===== src/rtl/cpu_pkg.sv =====
// cpu_pkg: sequencer state encodings, halt word and opcode constants shared with decode
package cpu_pkg;
  typedef enum logic [2:0] {
    IDLE      = 3'd0,
    FETCH     = 3'd1,
    DECODE    = 3'd2,
    EXEC      = 3'd3,
    MEM       = 3'd4,
    WB        = 3'd5,
    HALT      = 3'd6,
    STEP_WAIT = 3'd7
  } state_t;
  localparam logic [31:0] HALT_WORD_DEF = 32'hFFFF_FFFF;
  localparam logic [5:0] OP_RTYPE = 6'h00;
  localparam logic [5:0] OP_BEQ = 6'h04;
  localparam logic [5:0] OP_ADDI = 6'h08;
  localparam logic [5:0] OP_LW = 6'h23;
  localparam logic [5:0] OP_SW = 6'h2B;
endpackage


===== src/rtl/mem_wait_timer.sv =====
// mem_wait_timer: loadable down-counter; expired flags the LIMIT-th enabled cycle since clear
module mem_wait_timer #(
  parameter int LIMIT = 255
) (
  input  logic clk,
  input  logic rst_n,
  input  logic clr,
  input  logic en,
  output logic expired
);
  localparam int W = $clog2(LIMIT + 1);
  localparam logic [W-1:0] LOAD = W'(LIMIT - 1);
  logic [W-1:0] cnt;
  always_ff @(posedge clk or negedge rst_n)
    if (!rst_n) cnt <= LOAD;
    else if (clr) cnt <= LOAD;
    else if (en && cnt != '0) cnt <= cnt - W'(1);
  assign expired = en && cnt == '0;
endmodule


===== src/rtl/instr_sequencer.sv =====
// instr_sequencer: multi-cycle fetch/decode/exec/mem/writeback control owning pc and ir.
// SINGLE_STEP_EN adds a step pushbutton; each retire then waits in STEP_WAIT for a step edge.
module instr_sequencer
  import cpu_pkg::*;
#(
  parameter int ADDR_W = 8,
  parameter int RESET_PC = 0,
  parameter logic [31:0] HALT_WORD = HALT_WORD_DEF,
  parameter int TIMEOUT = 255
) (
  input  logic              clk,
  input  logic              rst_n,
  input  logic              run,
`ifdef SINGLE_STEP_EN
  input  logic              step,
`endif
  output logic              imem_req,
  output logic [ADDR_W-1:0] imem_addr,
  input  logic              imem_ack,
  input  logic [31:0]       imem_rdata,
  input  logic              ctl_mem_read,
  input  logic              ctl_mem_write,
  input  logic              ctl_reg_write,
  output logic              dmem_req,
  output logic              dmem_we,
  input  logic              dmem_ack,
  output logic              rf_we,
  output logic [31:0]       ir,
  output logic [ADDR_W-1:0] pc,
  output logic [2:0]        state,
  output logic [15:0]       retired,
  output logic              halted,
  output logic              err
);
  state_t cur, nxt;
  logic retire, expired;
`ifdef SINGLE_STEP_EN
  logic [2:0] step_sync;
  logic step_edge;
  always_ff @(posedge clk or negedge rst_n)
    if (!rst_n) step_sync <= '0;
    else step_sync <= {step_sync[1:0], step};
  assign step_edge = step_sync[1] & ~step_sync[2];
  localparam state_t AFTER_RETIRE = STEP_WAIT;
`else
  localparam state_t AFTER_RETIRE = FETCH;
`endif
  always_comb begin
    nxt = cur;
    retire = 1'b0;
    case (cur)
      IDLE:   nxt = run ? FETCH : IDLE;
      FETCH:  nxt = imem_ack ? DECODE : expired ? HALT : FETCH;
      DECODE: nxt = ir == HALT_WORD ? HALT : EXEC;
      EXEC: begin
        nxt = (ctl_mem_read | ctl_mem_write) ? MEM : WB;
        retire = ~(ctl_mem_read | ctl_mem_write | ctl_reg_write);
      end
      MEM: begin
        nxt = dmem_ack ? WB : expired ? HALT : MEM;
        retire = dmem_ack & ~ctl_mem_read;
      end
      WB:     retire = 1'b1;
      HALT:   nxt = HALT;
`ifdef SINGLE_STEP_EN
      STEP_WAIT: nxt = step_edge ? (run ? FETCH : IDLE) : STEP_WAIT;
`else
      STEP_WAIT: nxt = IDLE;
`endif
    endcase
    if (retire) nxt = run ? AFTER_RETIRE : IDLE;
  end
  always_ff @(posedge clk or negedge rst_n)
    if (!rst_n) begin
      cur <= IDLE;
      pc <= ADDR_W'(RESET_PC);
      ir <= '0;
      retired <= '0;
      err <= 1'b0;
    end else begin
      cur <= nxt;
      if (cur == FETCH && imem_ack) ir <= imem_rdata;
      if (retire) pc <= pc + ADDR_W'(4);
      if (retire) retired <= retired + 16'd1;
      if (nxt == HALT && (cur == FETCH || cur == MEM)) err <= 1'b1;
    end
  // counter restarts on every state change so each wait gets the full budget
  mem_wait_timer #(.LIMIT(TIMEOUT)) u_timer (
    .clk(clk),
    .rst_n(rst_n),
    .clr(nxt != cur),
    .en(cur == FETCH || cur == MEM),
    .expired(expired)
  );
  assign imem_req = cur == FETCH;
  assign imem_addr = pc;
  assign dmem_req = cur == MEM;
  assign dmem_we = cur == MEM && ctl_mem_write;
  assign rf_we = cur == WB;
  assign state = cur;
  assign halted = cur == HALT;
endmodule

===== config.mk =====
export PLATFORM = sky130hd
export DESIGN_NAME = instr_sequencer
export DESIGN_NICKNAME = d
export VERILOG_FILES = /design/src/rtl/cpu_pkg.sv /design/src/rtl/mem_wait_timer.sv /design/src/rtl/instr_sequencer.sv
export SDC_FILE = /design/constraint.sdc
export NUM_CORES = 1
export LEC_CHECK = 0
export CORE_UTILIZATION = 45
export CTS_BUF_LIST = sky130_fd_sc_hd__clkbuf_2
export CTS_CLUSTER_DIAMETER = 150
export DETAILED_ROUTE_END_ITERATION = 6
export PLACE_DENSITY = 0.78
export SYNTH_ARGS = -nofsm -noshare
export SYNTH_HDL_FRONTEND = slang
export SYNTH_SLANG_ARGS = --single-unit

===== constraint.sdc =====
create_clock -name clk -period 4.1 [get_ports clk]
set_input_delay 0.615 -clock clk [delete_from_list [all_inputs] [get_ports clk]]
set_output_delay 0.615 -clock clk [all_outputs]
set_load 0.01 [all_outputs]

==> results.cfg <==
[status]
outcome = finished, final reports clean

[global_routing]
grt_pass1_vias = 2469
overflow = 0
grt_usage_pct = 20.8
antenna_found_initial = 0
grt_max_degree = 37
grt_pass1_wl_um = 11700

[run]
max_cap_viol_count = 0

[timing]
max_slew.worst_pin.slew_ns = 0.795
fin_setup_tns_ns = 0
setup_viol = 0
finalMaxSlewViolations = 0
rsz0062_at_grt = no
hold_viol = 0
slew_headroom_pct = 46.6
timing.fmax_mhz = 357
fin_skew_ns = 0.0359
post-route-min-period_ns = 2.80
min_period_over_period_pct = 68.4

[setup_path]
cpMaxStageDelayCell = clkdlybuf4s50_1
r2r_cells = 7
cp-end-kind = output pin
crit_fanout = 9
path_cells = nor2b_1 > nand2_1 > inv_1 > clkdlybuf4s50_1
crit_arrival_ns = 2.19
cp-start-kind = flip-flop
cp.required_ns = 3.48
path_class = reg -> out
critical_path.max_stage_delay_ns = 0.56

[die]
rows = 30
die_h_um = 86.0
die-area_mm2 = 0.00740
boundaryPins = 113
core_mm2 = 0.00679
start_util_pct = 46.8
die_w_um = 86.0

[route]
drtIter0Drc = 116
drc_errors = 0
ant_nets = 0
avgViaCountPerCell = 5.23
vias = 2444
wire_per_inst_um = 15.2
firstDrtPassIters = 4
routed_wl_um = 7120

[finish]
nets = 410
seq_area_mm2 = 0.00166
multiInputGateArea_mm2 = 0.00136
synthToLayoutAreaGrowth_pct = 38.6
antenna_cells = 0
fillers = 526
drive_above_1_share_pct = 18.6

[place]
place_congestion = 0.858
hpwl_um = 5300
portBuffers = 108

[logic_synthesis]
ys_ff_latch = 66
netlist_instances = 262
synth.top_cell.area_share_pct = 46.5
syn_area_mm2 = 0.00318
synth_top_area_cell = dfrtp_1
ys_warn_count = 0
synth-main-ff-cell = dfrtp_1
postSynthAreaPerCell_um2 = 12.1
ys_types = 50
synth-edff-count = 0
ys_seq_area_share_pct = 52.2
synthArstFlopShare_pct = 100
synth.area.top_cells = dfrtp_1 (46%), mux2_2 (11%), dfstp_2 (5.8%), xnor2_1 (4.4%), nand4_1 (2.8%)

[pwr]
power_frac_clock_pct = 16.2
p_comb_share_pct = 44.8
vdd_drop_max_mv = 0.459
pwr-share-seq_pct = 39.1
p_sw_share_pct = 35.6
p_int_mw = 1.81
p_per_area_mw_per_mm2 = 637
p_total_mw = 2.81
leakagePower_nw = 1.77
p_sw_mw = 0.998

[clock_network]
clock-root-buffer = clkbuf_2
numCtsBuffers = 9
clock_path_buffers = 2
ctsResizeCount = 0
cts_tree = yes
cts_setup_buffers = 0
hold_buffers = 0
clk_pin_slew_ns = 0.21
cts_max_level = 3
clk_latency_ns = 0.50
cts.sinks = 66

[worst_hold_path]
hp-class = in -> async
## metrics by stage
| stage | utilization (%) | instances | area (um^2) | worst slack [ns] | hold WS (ns) |
|---|---|---|---|---|---|
| floorplan | - | 265 | 3190 | 2.05 | 0.319 |
| global placement | 62.8 | 451 | 4270 | 1.44 | 0.449 |
| detailed placement | 62.8 | 451 | 4270 | 1.37 | 0.468 |
| CTS | 64.8 | 467 | 4410 | 1.25 | 0.149 |
| global route | 64.8 | 467 | 4410 | 1.13 | 0.171 |
| finish | 64.8 | 467 | 4410 | 1.30 | 0.166 |
## cells by family (layout without fill, tap and decap cells)
| family | after synthesis | after routing | synth area share (%) |
|---|---|---|---|
| other | 1 | 4 | 0.118 |
| DFF | 66 | 66 | 52.2 |
| AOI/OAI and AO/OA | 30 | 30 | 8.15 |
| buffers and inverters | 28 | 134 | 5.20 |
| and+or+nand+nor | 73 | 73 | 13.5 |
| muxes | 35 | 35 | 12.4 |
| adders and majority gates | 4 | 4 | 1.57 |
| xor gates and xnor gates | 25 | 25 | 6.89 |
## state kept, by name (all words and copies together) (netlist names)
signal and cells:
retired 16, state 3, u_timer.cnt 8, err 1, imem_addr 6, ir 32
## layer usage
metal	track usage [%]	vias to the layer above	routed length [um]
met5	0	-	0
met4	11.1	0	189
met3	9.34	18	708
met2	31.8	110	3270
met1	24.7	1173	2950
li1	-	1143	-
## power by group through the flow
stage	combinational [mW]	sequential [mW]	clock [mW]
final	1.26	1.10	0.453
after global routing	1.35	1.13	0.497
after CTS	1.27	1.10	0.468
after detailed placement	1.26	1.11	0
after global placement	1.23	1.10	0
after floorplan	0.593	1.15	0
## cell usage after synthesis (all sizes together), types with 2 or more instances
cell and n:
nand2 19, a21oi 7, mux2 34, nor2b 3, nor2 4, o2111ai 3
o211ai 4, nor3 3, a2111oi 2, nand3 8, xor2 9, o21ai 3
or4 3, xnor2 16, dfstp 7, inv 8, dfrtp 59, buf 18
o31ai 3, a211oi 4, clkbuf 2, and3 7, nand4 15, nor4 6
ha 4, or3 2
## final cells by class
type                            instances  area share (%)
Timing Repair Buffer                  110            24.8
Tap cell                               96            2.73
Sequential cell                        66            37.7
Clock buffer                           10            1.14
Clock inverter                          6            2.04
Multi-Input combinational cell        171            31.0
Inverter                                8           0.682
## worst max-delay path: cells and delay by family (launching register included)
family | cells | cell delay [ns]
flip-flops | 1 | 0.55
buffers and inverters | 2 | 0.66
AND/OR/NAND/NOR | 2 | 0.50
## layout by cell type (no fill, tap or decap), drive strengths merged, types with 2 or more instances in the layout
cell	n
a21oi	7
o31ai	3
bufinv	2
clkbuf	10
conb	4
clkdlybuf4s50	107
and3	7
nor2	4
mux2	34
xnor2	16
ha	4
nand3	8
nor4	6
o21ai	3
or3	2
xor2	9
dfrtp	59
nand2	19
o211ai	4
o2111ai	3
nor2b	3
a2111oi	2
clkinv	2
dfstp	7
or4	3
a211oi	4
buf	3
nor3	3
inv	9
nand4	15
## worst paths after layout
| path | startpoint | end | slack (ns) |
|---|---|---|---|
| min in group clk | retired[15] | retired[15] | 0.49 |
| max reg2reg | u_timer.cnt[1] | u_timer.cnt[7] | 1.67 |
| min reg2reg | retired[15] | retired[15] | 0.49 |
| min | rst_n | ir[21] | 0.17 |
| max | state[2] | dmem_req | 1.30 |
| max in group asynchronous | rst_n | u_timer.cnt[6] | 2.98 |
Power figures use the tool's default switching activity.
